### src/rtl/d_latch_neg_level.sv
// Negative-level-sensitive D latch: transparent while en_in is low, holding while high.
// A clk-domain monitor reports the synchronized latch state and counts latch-close events.
module d_latch_neg_level #(
  parameter int WIDTH     = 1,
  parameter int CNT_WIDTH = 8
) (
  input  logic                 clk,
  input  logic                 rst_n,
  input  logic [WIDTH-1:0]     d_in,
  input  logic                 en_in,
  output logic [WIDTH-1:0]     q_out,
  output logic                 open_o,
  output logic                 close_pulse_o,
  output logic [CNT_WIDTH-1:0] close_count_o
);

  logic [WIDTH-1:0]     q_lat;
  logic                 en_s1;
  logic                 en_s2;
  logic                 en_prev;
  logic                 open_q;
  logic                 pulse_q;
  logic [CNT_WIDTH-1:0] cnt_q;
  logic                 close_det;

  // Data path: one storage element per bit, all sharing en_in; reset dominates.
  always_latch begin
    if (!rst_n) begin
      q_lat <= '0;
    end else if (!en_in) begin
      q_lat <= d_in;
    end
  end

  assign q_out = q_lat;

  // Synchronizer and edge history reset to "closed" so reset release cannot fake a close.
  assign close_det = en_s2 & ~en_prev;

  always_ff @(posedge clk or negedge rst_n) begin
    if (!rst_n) begin
      en_s1   <= 1'b1;
      en_s2   <= 1'b1;
      en_prev <= 1'b1;
      open_q  <= 1'b0;
      pulse_q <= 1'b0;
      cnt_q   <= '0;
    end else begin
      en_s1   <= en_in;
      en_s2   <= en_s1;
      en_prev <= en_s2;
      open_q  <= ~en_s2;
      pulse_q <= close_det;
      if (close_det && (cnt_q != '1)) begin
        cnt_q <= cnt_q + 1'b1;
      end
    end
  end

  assign open_o        = open_q;
  assign close_pulse_o = pulse_q;
  assign close_count_o = cnt_q;

endmodule

### config.mk
export PLATFORM = sky130hd
export DESIGN_NAME = d_latch_neg_level
export DESIGN_NICKNAME = d
export VERILOG_FILES = /design/src/rtl/d_latch_neg_level.sv
export SDC_FILE = /design/constraint.sdc
export NUM_CORES = 1
export LEC_CHECK = 0
export BUFFER_PORTS_ARGS = -buffer_cell sky130_fd_sc_hd__buf_2
export CORE_AREA = 3 3 40 42
export CTS_BUF_LIST = sky130_fd_sc_hd__clkbuf_16
export CTS_CLUSTER_SIZE = 10
export DETAILED_ROUTE_END_ITERATION = 16
export DIE_AREA = 0 0 43 45
export PLACE_DENSITY_LB_ADDON = 0.08
export SETUP_SLACK_MARGIN = 0.3
export SLEW_MARGIN = 20
export SYNTH_ARGS = -nofsm -noshare
export SYNTH_HDL_FRONTEND = slang
export SYNTH_SLANG_ARGS = --single-unit
### constraint.sdc
create_clock -name clk -period 3.5 [get_ports clk]
set_clock_uncertainty 0.2 [all_clocks]
set_input_delay 0 -clock clk [delete_from_list [all_inputs] [get_ports clk]]
set_output_delay 0 -clock clk [all_outputs]
set_load 0.1 [all_outputs]
==> results.ini <==
[status]
outcome = complete, no violations

[timing]
relSlewSlack_pct = 67.5
tns_ps = 0
tightest_slew_ps = 491
period_minus_slack_ps = 1640
unclocked_regs = 1
setup_violations = 0
finalCritPeriodShare_pct = 46.9
drv_slew = 0
hold_violations = 0
rsz0062_at_grt = false
untimed_endpoints = 2
maxClockFrequency_ghz = 0.610

[logic_synthesis]
synth.top_cells.by_area = dfrtp_1 (44%), dfstp_2 (14%), xnor2_1 (6.1%)
yosys.cell_types.count = 25
synthesis.nets = 49
synth_edf_count = 0
synth_area_per_cell_um2 = 13.0
synthArstFlopShare_pct = 92.9
netlist_area_um2 = 573
synth_top_area_cell = dfrtp_1
ys_warn_count = 0
synthCells = 44
ys_seq_elements = 14
synth_top_flop_cell = dfrtp_1
synth_top_area_share_pct = 43.7

[worst_setup_path]
worstSetupPathType = reg -> reg
cp_top_family = flip-flops
cp_max_fo = 6
worst-path-buf-inv = 0
required_ps = 3420
cpMaxStageDelayCell = dfrtp_1
crit_chain = ha_1, nand3_1, o21ai_2, mux2_1
worst_setup_path_start_kind = flop
arrival_ps = 1560
end_kind = flop
max_stage_delay_ps = 430

[grt]
overflow = 0
antenna_found_initial = 0
grt_use_total_pct = 13.5
grt_pass1_wl_um = 1780
grt_pass1_vias = 406
grt_max_degree = 11

[clock_network]
cts_buffers = 3
clock_tree.buffer_depth = 2
cts_tree = yes
root_buffer = clkbuf_16
htreeDepth = 1
ctsResizeCount = 0
clk_latency_ps = 240
clkTransAtPathRegs_ps = 40

[drt]
ant_nets = 0
wl_um = 1010
drt_iter0_drc = 0
dr.pass1.iters = 1
wire_per_inst_um = 12.6
drt-vias-per-instance = 5.04
vias = 403
post-route-drc-count = 0

[worst_hold_path]
hp-class = in -> async

[layout]
fin_nets = 71
seq_area_um2 = 344
drive_above_1_share_pct = 38.5
n_fill_cell = 108
multi_input_comb_area_um2 = 221
antennaDiodeCount = 0
syn2layout_area_growth_pct = 34.5

[die]
rows = 13
die_w_um = 43
start_util_pct = 44.6
top_level_ports = 15
coreArea_um2 = 1280
fp.dieH_um = 45
die-area_um2 = 1940

[place]
gp_routability_congestion = 0.737
portBuffers = 14
hpwl_um = 696

[flow_run]
cap_violations = 0

logic make-up (layout without fill, tap and decap cells):
logic type	Yosys count	count (layout)	share of synthesized area (%)
buffers and inverters	2	23	1.31
latches	1	1	2.62
multiplexers	2	2	3.93
AND/OR/NAND/NOR	14	14	16.8
flip-flops	13	13	57.4
XOR/XNOR	5	5	7.64
AO/OA/AOI/OAI	6	6	8.08
adder cells (fa/ha/maj)	1	1	2.18
cells in the final DEF, fill, tap and decap left out, types with 2 or more instances in the layout:
| cell | n |
|---|---|
| a21oi_1 | 2 |
| buf_2 | 14 |
| clkbuf_16 | 3 |
| dfrtp_1 | 10 |
| dfstp_2 | 3 |
| dlygate4sd3_1 | 3 |
| inv_1 | 3 |
| nand3_1 | 2 |
| nor2_1 | 2 |
| o211ai_1 | 2 |
| xnor2_1 | 4 |
per-layer routing:
layer  global-route usage (%)  vias to the layer above  wire, µm
li1                         -                      197         -
met4                     12.7                        0        49
met3                     4.78                        4        73
met2                     18.9                       14       418
met5                        0                        -         0
met1                     16.1                      188       464
worst register-to-register path: cells and delay by family (launching register included):
| family | cells | cell delay [ps] |
|---|---|---|
| AOI/OAI and AO/OA | 1 | 190 |
| adders and majority gates | 1 | 220 |
| DFF | 1 | 430 |
| and+or+nand+nor | 1 | 160 |
| muxes | 1 | 330 |
cell type report:
cell class,instances,area share [%]
Clock buffer,3,9.74
Tap cell,15,2.44
Sequential cell,14,44.6
Multi-Input combinational cell,28,28.7
Inverter,2,0.974
Clock inverter,1,0.487
Timing Repair Buffer,17,13.0
cell usage after synthesis (2+ instances only):
master    count
dfstp_2       3
xnor2_1       4
o211ai_1      2
a21oi_1       2
dfrtp_1      10
nor2_1        2
nand3_1       2
inv_1         2
worst paths after layout:
check / start / depth (start not counted) / slack (ps) / to
min in group clk: en_s1$_DFF_PN1_ / 0 / 150 / en_s2$_DFF_PN1_
max in group asynchronous: rst_n / 3 / 2110 / open_o$_DFF_PN0_
max: close_count_o[0]$_DFFE_PN0P_ / 4 / 1860 / close_count_o[1]$_DFFE_PN0P_
min reg2reg: en_s1$_DFF_PN1_ / 0 / 150 / en_s2$_DFF_PN1_
max reg2reg: close_count_o[0]$_DFFE_PN0P_ / 4 / 1860 / close_count_o[1]$_DFFE_PN0P_
min: rst_n / 2 / 110 / en_s2$_DFF_PN1_
per-stage QoR:
stage	utilization, %	worst slack [ps]	hold slack, ps	std cells	cell area (µm²)
after floorplan	-	1190	-496	44	573
after global placement	51.5	1880	-289	73	662
after detailed placement	51.5	1850	-288	73	662
after CTS	60.0	1850	96.6	80	771
after global routing	60.0	1750	119	80	771
final	60.0	1860	105	80	771
registers in the layout, indices dropped and copies added (netlist names):
name	count
open_o	1
en_s2	1
close_count_o	8
q_out	1
en_s1	1
close_pulse_o	1
en_prev	1
repair_timing:
item	4_1_cts	5_1_grt
hold buffers	3	0
endpoints found under the hold margin	14	0
buffers inserted	0	0
Power is left out: the tool's default activity adds up to more than one toggle a clock period on the data nets, which glitch-free logic cannot reach.
